===== src/rtl/fifo_sync_param.sv =====
// Single-clock parametrised FIFO with standard or first-word-fall-through read,
// almost-full/almost-empty thresholds, occupancy count, sticky error flags and sync flush.
module fifo_sync_param #(
    parameter int DATA_W    = 8,
    parameter int DEPTH     = 16,
    parameter int AF_THRESH = 14,
    parameter int AE_THRESH = 2,
    parameter int FWFT      = 0,
    localparam int ADDR_W   = $clog2(DEPTH)
) (
    input  logic              clk,
    input  logic              rst,
    input  logic              flush,
    input  logic              push,
    input  logic [DATA_W-1:0] wr_data,
    input  logic              pop,
    output logic [DATA_W-1:0] rd_data,
    output logic              rd_valid,
    output logic              full,
    output logic              empty,
    output logic              almost_full,
    output logic              almost_empty,
    output logic [ADDR_W:0]   count,
    output logic              overflow,
    output logic              underflow,
    input  logic              err_clr
);

    localparam logic [ADDR_W:0] DEPTH_C = (ADDR_W + 1)'(DEPTH);
    localparam logic [ADDR_W:0] AF_C    = (ADDR_W + 1)'(AF_THRESH);
    localparam logic [ADDR_W:0] AE_C    = (ADDR_W + 1)'(AE_THRESH);

    logic [DATA_W-1:0] mem [DEPTH];
    logic [ADDR_W:0]   wr_ptr;
    logic [ADDR_W:0]   rd_ptr;
    logic [ADDR_W:0]   occ;
    logic              push_ok;
    logic              pop_ok;

    // The extra MSB on each pointer is a wrap bit, so the difference is the
    // true occupancy 0..DEPTH and full/empty never alias.
    assign occ          = wr_ptr - rd_ptr;
    assign count        = occ;
    assign full         = (occ == DEPTH_C);
    assign empty        = (occ == '0);
    assign almost_full  = (occ >= AF_C);
    assign almost_empty = (occ <= AE_C);

    // Handshake: push/pop are requests; an op takes effect on the edge only when
    // accepted. A push on full is accepted if a pop is accepted the same cycle.
    assign pop_ok  = pop & ~empty;
    assign push_ok = push & (~full | pop_ok);

    always_ff @(posedge clk or negedge rst) begin
        if (!rst) begin
            wr_ptr <= '0;
            rd_ptr <= '0;
        end else if (flush) begin
            wr_ptr <= '0;
            rd_ptr <= '0;
        end else begin
            if (push_ok) wr_ptr <= wr_ptr + 1'b1;
            if (pop_ok)  rd_ptr <= rd_ptr + 1'b1;
        end
    end

    always_ff @(posedge clk) begin
        if (push_ok && !flush) mem[wr_ptr[ADDR_W-1:0]] <= wr_data;
    end

    // Ops dropped by a flush are not errors; a new error beats err_clr.
    always_ff @(posedge clk or negedge rst) begin
        if (!rst) begin
            overflow  <= 1'b0;
            underflow <= 1'b0;
        end else begin
            overflow  <= (overflow  & ~err_clr) | (push & ~push_ok & ~flush);
            underflow <= (underflow & ~err_clr) | (pop  & ~pop_ok  & ~flush);
        end
    end

    generate
        if (FWFT != 0) begin : g_fwft
            assign rd_data  = mem[rd_ptr[ADDR_W-1:0]];
            assign rd_valid = ~empty;
        end else begin : g_std
            logic [DATA_W-1:0] rd_data_q;
            logic              rd_valid_q;

            always_ff @(posedge clk or negedge rst) begin
                if (!rst) begin
                    rd_data_q  <= '0;
                    rd_valid_q <= 1'b0;
                end else begin
                    rd_valid_q <= pop_ok & ~flush;
                    if (pop_ok && !flush) rd_data_q <= mem[rd_ptr[ADDR_W-1:0]];
                end
            end

            assign rd_data  = rd_data_q;
            assign rd_valid = rd_valid_q;
        end
    endgenerate

endmodule


===== config.mk =====
export PLATFORM = sky130hd
export DESIGN_NAME = fifo_sync_param
export DESIGN_NICKNAME = d
export VERILOG_FILES = /design/src/rtl/fifo_sync_param.sv
export SDC_FILE = /design/constraint.sdc
export NUM_CORES = 1
export LEC_CHECK = 0
export BUFFER_PORTS_ARGS = -buffer_cell sky130_fd_sc_hd__clkbuf_2
export CAP_MARGIN = 0
export CORE_UTILIZATION = 40
export CTS_BUF_LIST = sky130_fd_sc_hd__clkbuf_16
export DETAILED_ROUTE_END_ITERATION = 10
export GPL_ROUTABILITY_DRIVEN = 0
export SLEW_MARGIN = 10
export SYNTH_ARGS = -nofsm -noshare
export SYNTH_HDL_FRONTEND = slang
export SYNTH_SLANG_ARGS = --single-unit

===== constraint.sdc =====
create_clock -name clk -period 3.9 [get_ports clk]
set_clock_uncertainty 0.05 [all_clocks]
set_input_delay 0.195 -clock clk [delete_from_list [all_inputs] [get_ports clk]]
set_output_delay 0.195 -clock clk [all_outputs]
set_load 0.005 [all_outputs]

==> results of run 1 <==
-- what timing repair did --
| item | in CTS | in global routing |
|---|---|---|
| buffers inserted | 0 | 0 |
| hold endpoints to repair | 21 | 0 |
| hold buffers | 1 | 0 |
| resized for setup | 0 | 0 |
-- metal layers --
| layer | vias to the layer above | wire [µm] |
|---|---|---|
| li1 | 1582 | - |
| met3 | 16 | 574 |
| met5 | - | 0 |
| met1 | 1869 | 6720 |
| met2 | 110 | 6837 |
| met4 | 0 | 189 |
-- tightest hold or removal path, stage by stage --
cell	delay, ns
sky130_fd_sc_hd__clkbuf_2	0.08
sky130_fd_sc_hd__inv_1	0.09
sky130_fd_sc_hd__a32o_1	0.14
-- cell usage in the layout (no fill, tap or decap), drive strengths merged, types with 6 or more instances in the layout --
cell and instances:
buf 22, edfxtp 128, mux2 12, ha 9, clkbuf 50, dfrtp 21, mux4 32, nand2 19
inv 17, nand3 6, nor4b 13, nor2 22, a22oi 16
-- synth_stat cells, drive strengths merged, types with 2 or more instances --
| library cell | n |
|---|---|
| a21oi | 5 |
| nand3b | 3 |
| or4 | 5 |
| nand2b | 2 |
| mux4 | 32 |
| dfrtp | 21 |
| mux2 | 12 |
| inv | 10 |
| nor2b | 4 |
| nor4 | 2 |
| nor4b | 13 |
| ha | 9 |
| o2111ai | 4 |
| a31oi | 2 |
| and3 | 2 |
| buf | 8 |
| nand2 | 19 |
| a41oi | 3 |
| clkbuf | 11 |
| edfxtp | 128 |
| nand3 | 6 |
| o211ai | 4 |
| nor2 | 22 |
| xor2 | 3 |
| a22oi | 16 |
| nor3 | 3 |
-- path summary, 6_finish.rpt --
path,cells past startpoint,end,from,slack (ns)
max in group asynchronous,2,rd_ptr[0],rst,3.06
min,3,overflow,err_clr,0.07
min reg2reg,1,rd_data[6],rd_data[6],0.46
max,10,mem[1][7],wr_ptr[0],0.54
max reg2reg,10,mem[1][7],wr_ptr[0],0.54
min in group asynchronous,2,wr_ptr[3],rst,0.29
-- power by group --
group	leakage (nW)	switching (mW)	internal (mW)	total, mW
Combinational	0.893	0.799	0.659	1.46
Sequential	1.42	0.0552	1.84	1.89
Clock	0.286	0.626	0.932	1.56
-- stage by stage --
| step | cell area, µm² | power (mW) | worst slack [ns] | std cells | hold slack [ns] |
|---|---|---|---|---|---|
| global route | 7485 | 5.129 | 0.3222 | 643 | 0.07290 |
| CTS | 7485 | 4.937 | 0.5635 | 643 | 0.04697 |
| detailed placement | 6910 | 3.383 | 0.5747 | 610 | 0.1893 |
| floorplan | 6314 | 2.901 | 0.3214 | 363 | -0.1506 |
| global placement | 6910 | 3.364 | 0.7304 | 610 | 0.1873 |
| finish | 7485 | 4.909 | 0.5381 | 643 | 0.06770 |
-- sequential cells by signal (all words and copies together), names as in the netlist --
register and cells:
rd_data 8, wr_ptr 5, mem 128, rd_ptr 5, rd_valid 1, overflow 1, underflow 1
-- cell families (layout without fill, tap and decap cells) --
logic type,after synthesis,in the layout
buffers and inverters,30,99
DFF,149,149
xor gates and xnor gates,4,4
adders and majority gates,10,10
muxes,45,45
AOI/OAI and AO/OA,42,42
and+or+nand+nor,83,83
-- cell type report --
cell class                      instances  share of cell area
Sequential cell                       149              0.5839
Multi-Input combinational cell        184              0.2544
Clock buffer                           17             0.05684
Timing Repair Buffer                   56             0.04547
Tap cell                              211             0.03527
Clock inverter                         15             0.01856
Inverter                               11            0.005517
==> run metrics, run 1 <==
Seq/Total Area, Yosys=0.6920; number of register bits inferred by synthesis=roughly 150; remaining routing DRC violations=0; met2 demand-to-capacity share in global routing=0.2964; clock edge transition at the registers on the reported setup and hold paths=around 0.060 ns; routed wire length=roughly 14 mm; pin count of the biggest net entering global routing=37; compound-cell area share of the yosys netlist=0.05014; max-capacitance violation count=0; Arrival @ worst endpoint=3.49 ns; combinational family with the most area after synthesis=multiplexers; Critical path buffers and inverters=3; synthesized area divided by synthesized cell count=~17 µm²; number of library cell types mapped by synthesis=between 40 and 50; Crit Path Max Fanout=10; share of post-route cells with drive strength above 1=0.3426; critical path capture point type=flip-flop; proportion of netlist area held by the largest area contributor=0.6088; residual antenna-violating net count after detailed routing=0; pins over their slew limit=0; kind of cell adding the most delay to the critical path=simple AND/OR/NAND/NOR gates; power density normalized to cell area=~660 nW/µm²; biggest area consumer among synthesized cells=sky130_fd_sc_hd__edfxtp_1; headroom to the max-slew limit=0.3378; die outline width=127.6 µm; final setup vio count=0; setup TNS after final layout=0 ns; dominant synthesized flop cell=sky130_fd_sc_hd__edfxtp_1; Period Utilization, post-route=0.8620; status=completed; clk sinks=149; fill cell count=between 1000 and 1500; TritonCTS clock tree=yes; proportion of synthesized area in mux cells=0.1371; RSZ-0062 raised after global routing=false; number of flops mapped to enable cells by yosys=128; Reg area=roughly 4400 µm²; highest achievable clock rate=297.5 MHz; # IOs=34; Synth Area in Adders=0.02101; vias per inst=5.563; number of global-route vias before repair=3627; effective utilization at floorplan=0.4123; count of mapped cells out of synthesis=approximately 360; Synth Cell Area=about 6300 µm²; GR met3 Demand/Resource=0.04271; VDD IR max=roughly 0.36 mV; core area=approximately 15000 µm²; leakage=2.602 nW; largest cells by area after synthesis=sky130_fd_sc_hd__edfxtp_1 61%, sky130_fd_sc_hd__mux4_2 11%, sky130_fd_sc_hd__dfrtp_1 8.3%; antenna violations before repair=0; synth warn=0; Largest stage delay, worst path=around 0.61 ns; worst-skew pair later-pin latency=~0.43 ns; busiest layer in global routing=met2; Critical Path Source Type=flip-flop; TritonRoute pass-1 iters=5; count of antenna diodes in the layout=0; number of buffers added on ports=33; net total in the final layout=between 400 and 500; clock period minus worst slack=about 3.4 ns; Critical Path Slowest Stage Cell=sky130_fd_sc_hd__nor3_2; list of cells traversed by the critical path=inv_1, ha_1, fa_1, xnor2_2, a211oi_1, nor2_1, nor3_2, buf_4, nor4b_2, buf_4; mean routed wirelength per cell=22.27 µm; actual transition at the worst max-transition pin=0.9906 ns; type of the tightest min-delay check=in -> reg; final-report hold violation count=0; DR vias=about 3600; clock buffers created by TritonCTS=17; cell at the root of the clock tree=sky130_fd_sc_hd__clkbuf_16; worst setup path category=reg -> reg; Synth async-reset ratio=0.1409; Syn Nets=between 300 and 400; H-tree depth=4; met1 routing resource usage after global routing=0.2697; Die Y-Extent=~130 µm; required time at the worst-slack endpoint=4.03 ns; die outline area=~16000 µm²; Max Root-Sink Buffers=2; utilization after layout=0.4887; number of rows created at floorplan=between 40 and 50; most frequent cell on the critical path=sky130_fd_sc_hd__buf_4; Detailed Place HPWL=9.681 mm; violation count after the first detailed-route iteration=311; parity-gate share of the synthesized area counting xor and xnor cells=0.006738; total congestion overflow after global routing=0; overall track demand over capacity in global routing=0.1919; simple-gate area share of the yosys netlist=0.07273; Multi-input gate area=around 1900 µm²; global-route wire length before repair=about 22 mm; P&R area growth vs syn=18.55%
No activity file was read; power rests on OpenSTA's default activity.
==> run 2, diff against run 1 <==
==> constraint.sdc (replaced) <==
create_clock -name clk -period 3.9 [get_ports clk]
set_clock_uncertainty 0.05 [all_clocks]
set_input_delay 0.195 -clock clk [delete_from_list [all_inputs] [get_ports clk]]
set_output_delay 0.195 -clock clk [all_outputs]
set_load 0.05 [all_outputs]
==> run 2 against run 1 <==
Net effect:
- global-route usage is 0.46 points lower
- routed wire length is 2.1% lower
- via count down 1.3%
- clock power hardly changed
- non-clock buffer count unchanged
- critical path depth down 2
- sequential share of layout area shrank 0.097 points
- sequential power is essentially flat
- critical endpoint is now mem[5][2]
- highest routed layer unchanged
==> run metrics, run 2 (synthesis gave the netlist of run 1 again) <==
status=completed (unchanged); Critical path buffers and inverters=1 (was 3); pin count of the biggest net entering global routing=37 (unchanged); worst-skew pair later-pin latency=0.42 ns (was 0.43 ns); TritonCTS clock tree=yes (unchanged); count of antenna diodes in the layout=0 (unchanged); mean routed wirelength per cell=21.81 µm (was 22.27 µm); final-report hold violation count=0 (unchanged); number of rows created at floorplan=45 (unchanged); DR vias=3529 (was 3577); Period Utilization, post-route=0.9305 (was 0.8620); number of global-route vias before repair=3603 (was 3627); list of cells traversed by the critical path=inv_1, ha_1, fa_1, xnor2_2, a211oi_1, nor2_1, nor3_2, nor4b_2 (was inv_1, ha_1, fa_1, xnor2_2, a211oi_1, nor2_1, nor3_2, buf_4, nor4b_2, buf_4); VDD IR max=0.6421 mV (was 0.3573 mV); Critical Path Source Type=flip-flop (unchanged); remaining routing DRC violations=0 (unchanged); type of the tightest min-delay check=in -> reg (unchanged); share of post-route cells with drive strength above 1=0.3542 (was 0.3426); post-CTS setup buffer count=0 (unchanged); power density normalized to cell area=723.4 nW/µm² (was 655.8 nW/µm²); Crit Path Max Fanout=13 (was 10); TritonRoute pass-1 iters=5 (unchanged); net switching power of the design=2.036 mW (was 1.480 mW); actual transition at the worst max-transition pin=0.8671 ns (was 0.9906 ns); most common cell after layout, fill and taps aside=sky130_fd_sc_hd__edfxtp_1 (unchanged); # IOs=34 (unchanged); number of buffers added on ports=33 (unchanged); part of the power in registers=0.349 (was 0.386); final setup vio count=0 (unchanged); met2 layer wire length in the routed design=6.253 mm (was 6.837 mm); routed wire length=14.02 mm (was 14.32 mm); violation count after the first detailed-route iteration=355 (was 311); critical path capture point type=flip-flop (unchanged); Max Root-Sink Buffers=2 (unchanged); die outline width=127.6 µm (unchanged); required time at the worst-slack endpoint=3.89 ns (was 4.03 ns); headroom to the max-slew limit=0.4198 (was 0.3378); global-route wire length before repair=21.65 mm (was 21.94 mm); Largest stage delay, worst path=0.77 ns (was 0.61 ns); Critical Path Slowest Stage Cell=sky130_fd_sc_hd__nor4b_2 (was sky130_fd_sc_hd__nor3_2); final worst setup slack=0.2712 ns (was 0.5381 ns); max reg flops=128 (unchanged); utilization after layout=0.4895 (was 0.4887); Power Internal=3.387 mW (was 3.429 mW); clock edge transition at the registers on the reported setup and hold paths=0.07 ns (was 0.06 ns); P&R area growth vs syn=18.75% (was 18.55%); pins over their slew limit=0 (unchanged); leakage=2.597 nW (was 2.602 nW); antenna violations before repair=0 (unchanged); WL met3=804 µm (was 574 µm); die outline area=16290 µm² (unchanged); pre-CTS worst setup slack=0.2809 ns (was 0.5747 ns); max-capacitance violation count=0 (unchanged); net total in the final layout=443 (unchanged); effective utilization at floorplan=0.4123 (unchanged); Post-Route M1 WL=6.645 mm (was 6.720 mm); uppermost signal routing layer after detailed routing=met4 (unchanged); worst setup path category=reg -> reg (unchanged); H-tree depth=4 (unchanged); Arrival @ worst endpoint=3.62 ns (was 3.49 ns); kind of cell adding the most delay to the critical path=simple AND/OR/NAND/NOR gates (unchanged); highest-count cells in the layout ignoring fill and taps=128 x sky130_fd_sc_hd__edfxtp_1, 33 x sky130_fd_sc_hd__clkbuf_2, 32 x sky130_fd_sc_hd__mux4_2 (unchanged); residual antenna-violating net count after detailed routing=0 (unchanged); vias per inst=5.488 (was 5.563); combinational share of power=0.364 (was 0.297); clock period minus worst slack=3.629 ns (was 3.362 ns); highest achievable clock rate=275.6 MHz (was 297.5 MHz); RSZ-0062 raised after global routing=false (unchanged); clock buffers created by TritonCTS=17 (unchanged); total congestion overflow after global routing=0 (unchanged); clk sinks=149 (unchanged); switching part of the total power=0.3754 (was 0.3014); Die Y-Extent=127.6 µm (unchanged); cell at the root of the clock tree=sky130_fd_sc_hd__clkbuf_16 (unchanged); Detailed Place HPWL=9.453 mm (was 9.681 mm); Resized Gates After CTS=0 (unchanged); core area=15310 µm² (unchanged); part of the total power dissipated in the clock network=0.286 (was 0.317); overall track demand over capacity in global routing=0.1873 (was 0.1919)
run 2: metal layers:
metal	global-route usage	up-vias
met4	0.08028	0
met3	0.04146	18
met1	0.2732	1779
met2	0.2713	150
li1	-	1582
met5	0	-
run 2: metrics by stage:
step                      instance area (µm²)  setup TNS, ns  instances  hold slack, ns  total power, mW
after global placement                   6917              0        610          0.1557            3.881
final                                    7497              0        643         0.04360            5.424
after CTS                                7497              0        643         0.02633            5.449
after detailed placement                 6917              0        610          0.1607            3.900
after floorplan                          6320        -0.3070        363         -0.1506            3.434
after global routing                     7497              0        643         0.05654            5.651
run 2: power groups by stage:
stage	clock network (mW)	registers (mW)	logic, mW
final	1.55	1.89	1.98
after global routing	1.65	1.90	2.10
after CTS	1.58	1.89	1.98
after detailed placement	0	1.93	1.97
after global placement	0	1.92	1.96
after floorplan	0	2.09	1.35
run 2: layout make-up:
class / instances / area, µm²
Clock buffer: 17 / 425.4
Clock inverter: 15 / 145.1
Fill cell: 1313 / 7818
Inverter: 11 / 41.29
Multi-Input combinational cell: 184 / 1911
Sequential cell: 149 / 4370
Tap cell: 211 / 264.0
Timing Repair Buffer: 56 / 340.3
run 2: path summary, 6_finish.rpt:
| kind | startpoint | end | slack (ns) | cells after the start |
|---|---|---|---|---|
| min in group asynchronous | rst | wr_ptr[4] | 0.25 | 2 |
| max | wr_ptr[0] | mem[5][2] | 0.27 | 8 |
| min reg2reg | rd_data[6] | rd_data[6] | 0.46 | 1 |
| max reg2reg | wr_ptr[0] | mem[5][2] | 0.27 | 8 |
| max in group asynchronous | rst | rd_ptr[0] | 3.14 | 2 |
| min | err_clr | overflow | 0.04 | 3 |
run 2: worst register-to-register path: cells and delay by family (launching register included):
family          cells  cell delay (ns)
compound gates      1             0.11
buf+inv             1             0.11
flops               1             0.43
simple gates        3             1.61
fa+ha+maj           2             0.65
xor+xnor            1             0.29
run 2: what timing repair did:
item	4_1_cts	5_1_grt
endpoints found under the hold margin	21	0
setup endpoints to repair	0	0
hold buffers	1	0
==> run 3, diff against run 2 <==
RECOVER_POWER = 50   (was unset)
==> run 3 against run 2 <==
Net effect:
- sequential share of layout area up 0.15 points
- setup slack worse by 0.0090 ns
- worst hold slack worse by 0.0060 ns
- cell count unchanged
- clock power about the same
- power down 0.15%
- critical path type unchanged
- largest cell class unchanged
- largest power group unchanged
- highest routed layer unchanged
==> run metrics, run 3 (synthesis gave the netlist of run 1 again) <==
P&R area growth vs syn=18.45% (was 18.75%); critical path capture point type=flip-flop (unchanged); global-route wire length before repair=21.65 mm (unchanged); Crit Path Max Fanout=13 (unchanged); vias per inst=5.443 (was 5.488); Arrival @ worst endpoint=3.63 ns (was 3.62 ns); depth of the worst register-to-register path=8 (unchanged); pins over their slew limit=0 (unchanged); TritonCTS clock tree=yes (unchanged); register-to-register setup slack=0.26 ns (was 0.27 ns); capture instance of the worst register-to-register path=mem[5][2] (unchanged); Reg area=4370 µm² (unchanged); clock edge transition at the registers on the reported setup and hold paths=0.07 ns (about the same); max reg flops=128 (unchanged); overall track demand over capacity in global routing=0.1873 (unchanged); antenna violations before repair=0 (unchanged); final-report hold violation count=0 (unchanged); Multi-input gate area=1911 µm² (unchanged); cell at the root of the clock tree=sky130_fd_sc_hd__clkbuf_16 (unchanged); uppermost signal routing layer after detailed routing=met4 (unchanged); total congestion overflow after global routing=0 (unchanged); effective utilization at floorplan=0.4123 (unchanged); Min-Delay Startpoint=err_clr (unchanged); Endpoint, Worst Hold=overflow (unchanged); Max Root-Sink Buffers=2 (unchanged); VDD IR max=0.6417 mV (was 0.6421 mV); status=completed (unchanged); clock period minus worst slack=3.638 ns (was 3.629 ns); post-CTS setup buffer count=0 (unchanged); number of placed instances with taps included=610 (unchanged); routed wire length=14.06 mm (was 14.02 mm); Critical Path Source Type=flip-flop (unchanged); worst-skew pair later-pin latency=0.43 ns (was 0.42 ns); FF-to-FF Start=wr_ptr[0] (unchanged); number of buffers added on ports=33 (unchanged); # IOs=34 (unchanged); highest achievable clock rate=274.9 MHz (was 275.6 MHz); required time at the worst-slack endpoint=3.90 ns (was 3.89 ns); actual transition at the worst max-transition pin=1.203 ns (was 0.8671 ns); core area=15310 µm² (unchanged); Die Y-Extent=127.6 µm (unchanged); power density normalized to cell area=724.2 nW/µm² (was 723.4 nW/µm²); count of antenna diodes in the layout=0 (unchanged); remaining routing DRC violations=0 (unchanged); net total in the final layout=443 (unchanged); die outline area=16290 µm² (unchanged); highest-count cells in the layout ignoring fill and taps=128 x sky130_fd_sc_hd__edfxtp_1, 32 x sky130_fd_sc_hd__mux4_2, 22 x sky130_fd_sc_hd__nor2_1, 22 x sky130_fd_sc_hd__buf_4, 20 x sky130_fd_sc_hd__dfrtp_1 (was 128 x sky130_fd_sc_hd__edfxtp_1, 33 x sky130_fd_sc_hd__clkbuf_2, 32 x sky130_fd_sc_hd__mux4_2); final instance count without filler cells=643 (unchanged); Detailed Place HPWL=9.453 mm (unchanged); number of global-route vias before repair=3603 (unchanged); residual antenna-violating net count after detailed routing=0 (unchanged); clk sinks=149 (unchanged); mean routed wirelength per cell=21.87 µm (was 21.81 µm); max-capacitance violation count=0 (unchanged); H-tree depth=4 (unchanged); type of the tightest min-delay check=in -> reg (unchanged); met2 layer wire length in the routed design=6.270 mm (was 6.253 mm); number of instances on the worst hold path=3 (unchanged); share of post-route cells with drive strength above 1=0.3194 (was 0.3542); RSZ-0062 raised after global routing=false (unchanged); violation count after the first detailed-route iteration=371 (was 355); WL met3=816 µm (was 804 µm); most common cell after layout, fill and taps aside=sky130_fd_sc_hd__edfxtp_1 (unchanged); final setup vio count=0 (unchanged); die outline width=127.6 µm (unchanged); Post-Route M1 WL=6.674 mm (was 6.645 mm); pin count of the biggest net entering global routing=37 (unchanged); fill cell count=1321 (was 1313); leakage=2.552 nW (was 2.597 nW); DR vias=3500 (was 3529); TritonRoute pass-1 iters=5 (unchanged); number of rows created at floorplan=45 (unchanged); worst slack on hold paths=0.03761 ns (was 0.04360 ns); headroom to the max-slew limit=0.1983 (was 0.4198); Period Utilization, post-route=0.9328 (was 0.9305); Resized Gates After CTS=0 (unchanged); clock buffers created by TritonCTS=17 (unchanged); worst setup path category=reg -> reg (unchanged)
-- run 3: cell counts in the layout (fill, tap and decap cells not counted) --
No cell type changed its count.
-- run 3: worst max-delay path by stage --
stage / start / end / slack [ns] / cells after the start
after floorplan: wr_ptr[0] / mem[12][0] / -0.006 / 9
after global placement: wr_ptr[0] / mem[5][0] / 0.42 / 8
after detailed placement: wr_ptr[0] / mem[5][5] / 0.28 / 8
after CTS: wr_ptr[0] / mem[5][2] / 0.27 / 8
after global routing: wr_ptr[0] / mem[5][2] / 0.004 / 8
final: wr_ptr[0] / mem[5][2] / 0.26 / 8
-- run 3: power breakdown --
group	leakage (nW)	switching, mW	total (mW)	internal, mW
Sequential	1.42	0.0553	1.89	1.84
Combinational	0.850	1.32	1.97	0.648
Clock	0.279	0.662	1.55	0.893
Total	2.55	2.04	5.42	3.38
-- run 3: per-layer routing --
layer	GRT usage	up-vias
met5	0	-
met4	0.08028	0
met3	0.04146	17
met2	0.2713	134
met1	0.2732	1767
li1	-	1582
-- run 3: layout make-up --
cell class	count	area share
multi-input cells	184	0.2555
flip-flops and latches	149	0.5844
repair buffers	56	0.04300
inverters	11	0.005521
well taps	211	0.03530
clock inverters	15	0.01941
clock buffers	17	0.05688
-- run 3: critical path, stage by stage, from the launching register on --
cell                       delay [ns]
sky130_fd_sc_hd__dfrtp_1         0.43
sky130_fd_sc_hd__inv_1           0.11
sky130_fd_sc_hd__ha_1            0.23
sky130_fd_sc_hd__fa_1            0.42
sky130_fd_sc_hd__xnor2_2         0.29
sky130_fd_sc_hd__a211oi_1        0.11
sky130_fd_sc_hd__nor2_1          0.69
sky130_fd_sc_hd__nor3_2          0.15
sky130_fd_sc_hd__nor4b_2         0.78
-- run 3: what timing repair did --
action | CTS | global route
hold buffers | 1 | 0
setup endpoints to repair | 0 | 0
endpoints found under the hold margin | 21 | 0
-- run 3: through the flow --
step	power (mW)	area, µm²	TNS (ns)	utilization	worst slack, ns
final	5.416	7478	0	0.4883	0.2622
after global routing	5.643	7478	0	0.4883	0.003843
after CTS	5.449	7497	0	0.4895	0.2658
after detailed placement	3.900	6917	0	0.4516	0.2809
after global placement	3.881	6917	0	0.4516	0.4206
after floorplan	3.434	6320	-0.3070	-	-0.006410
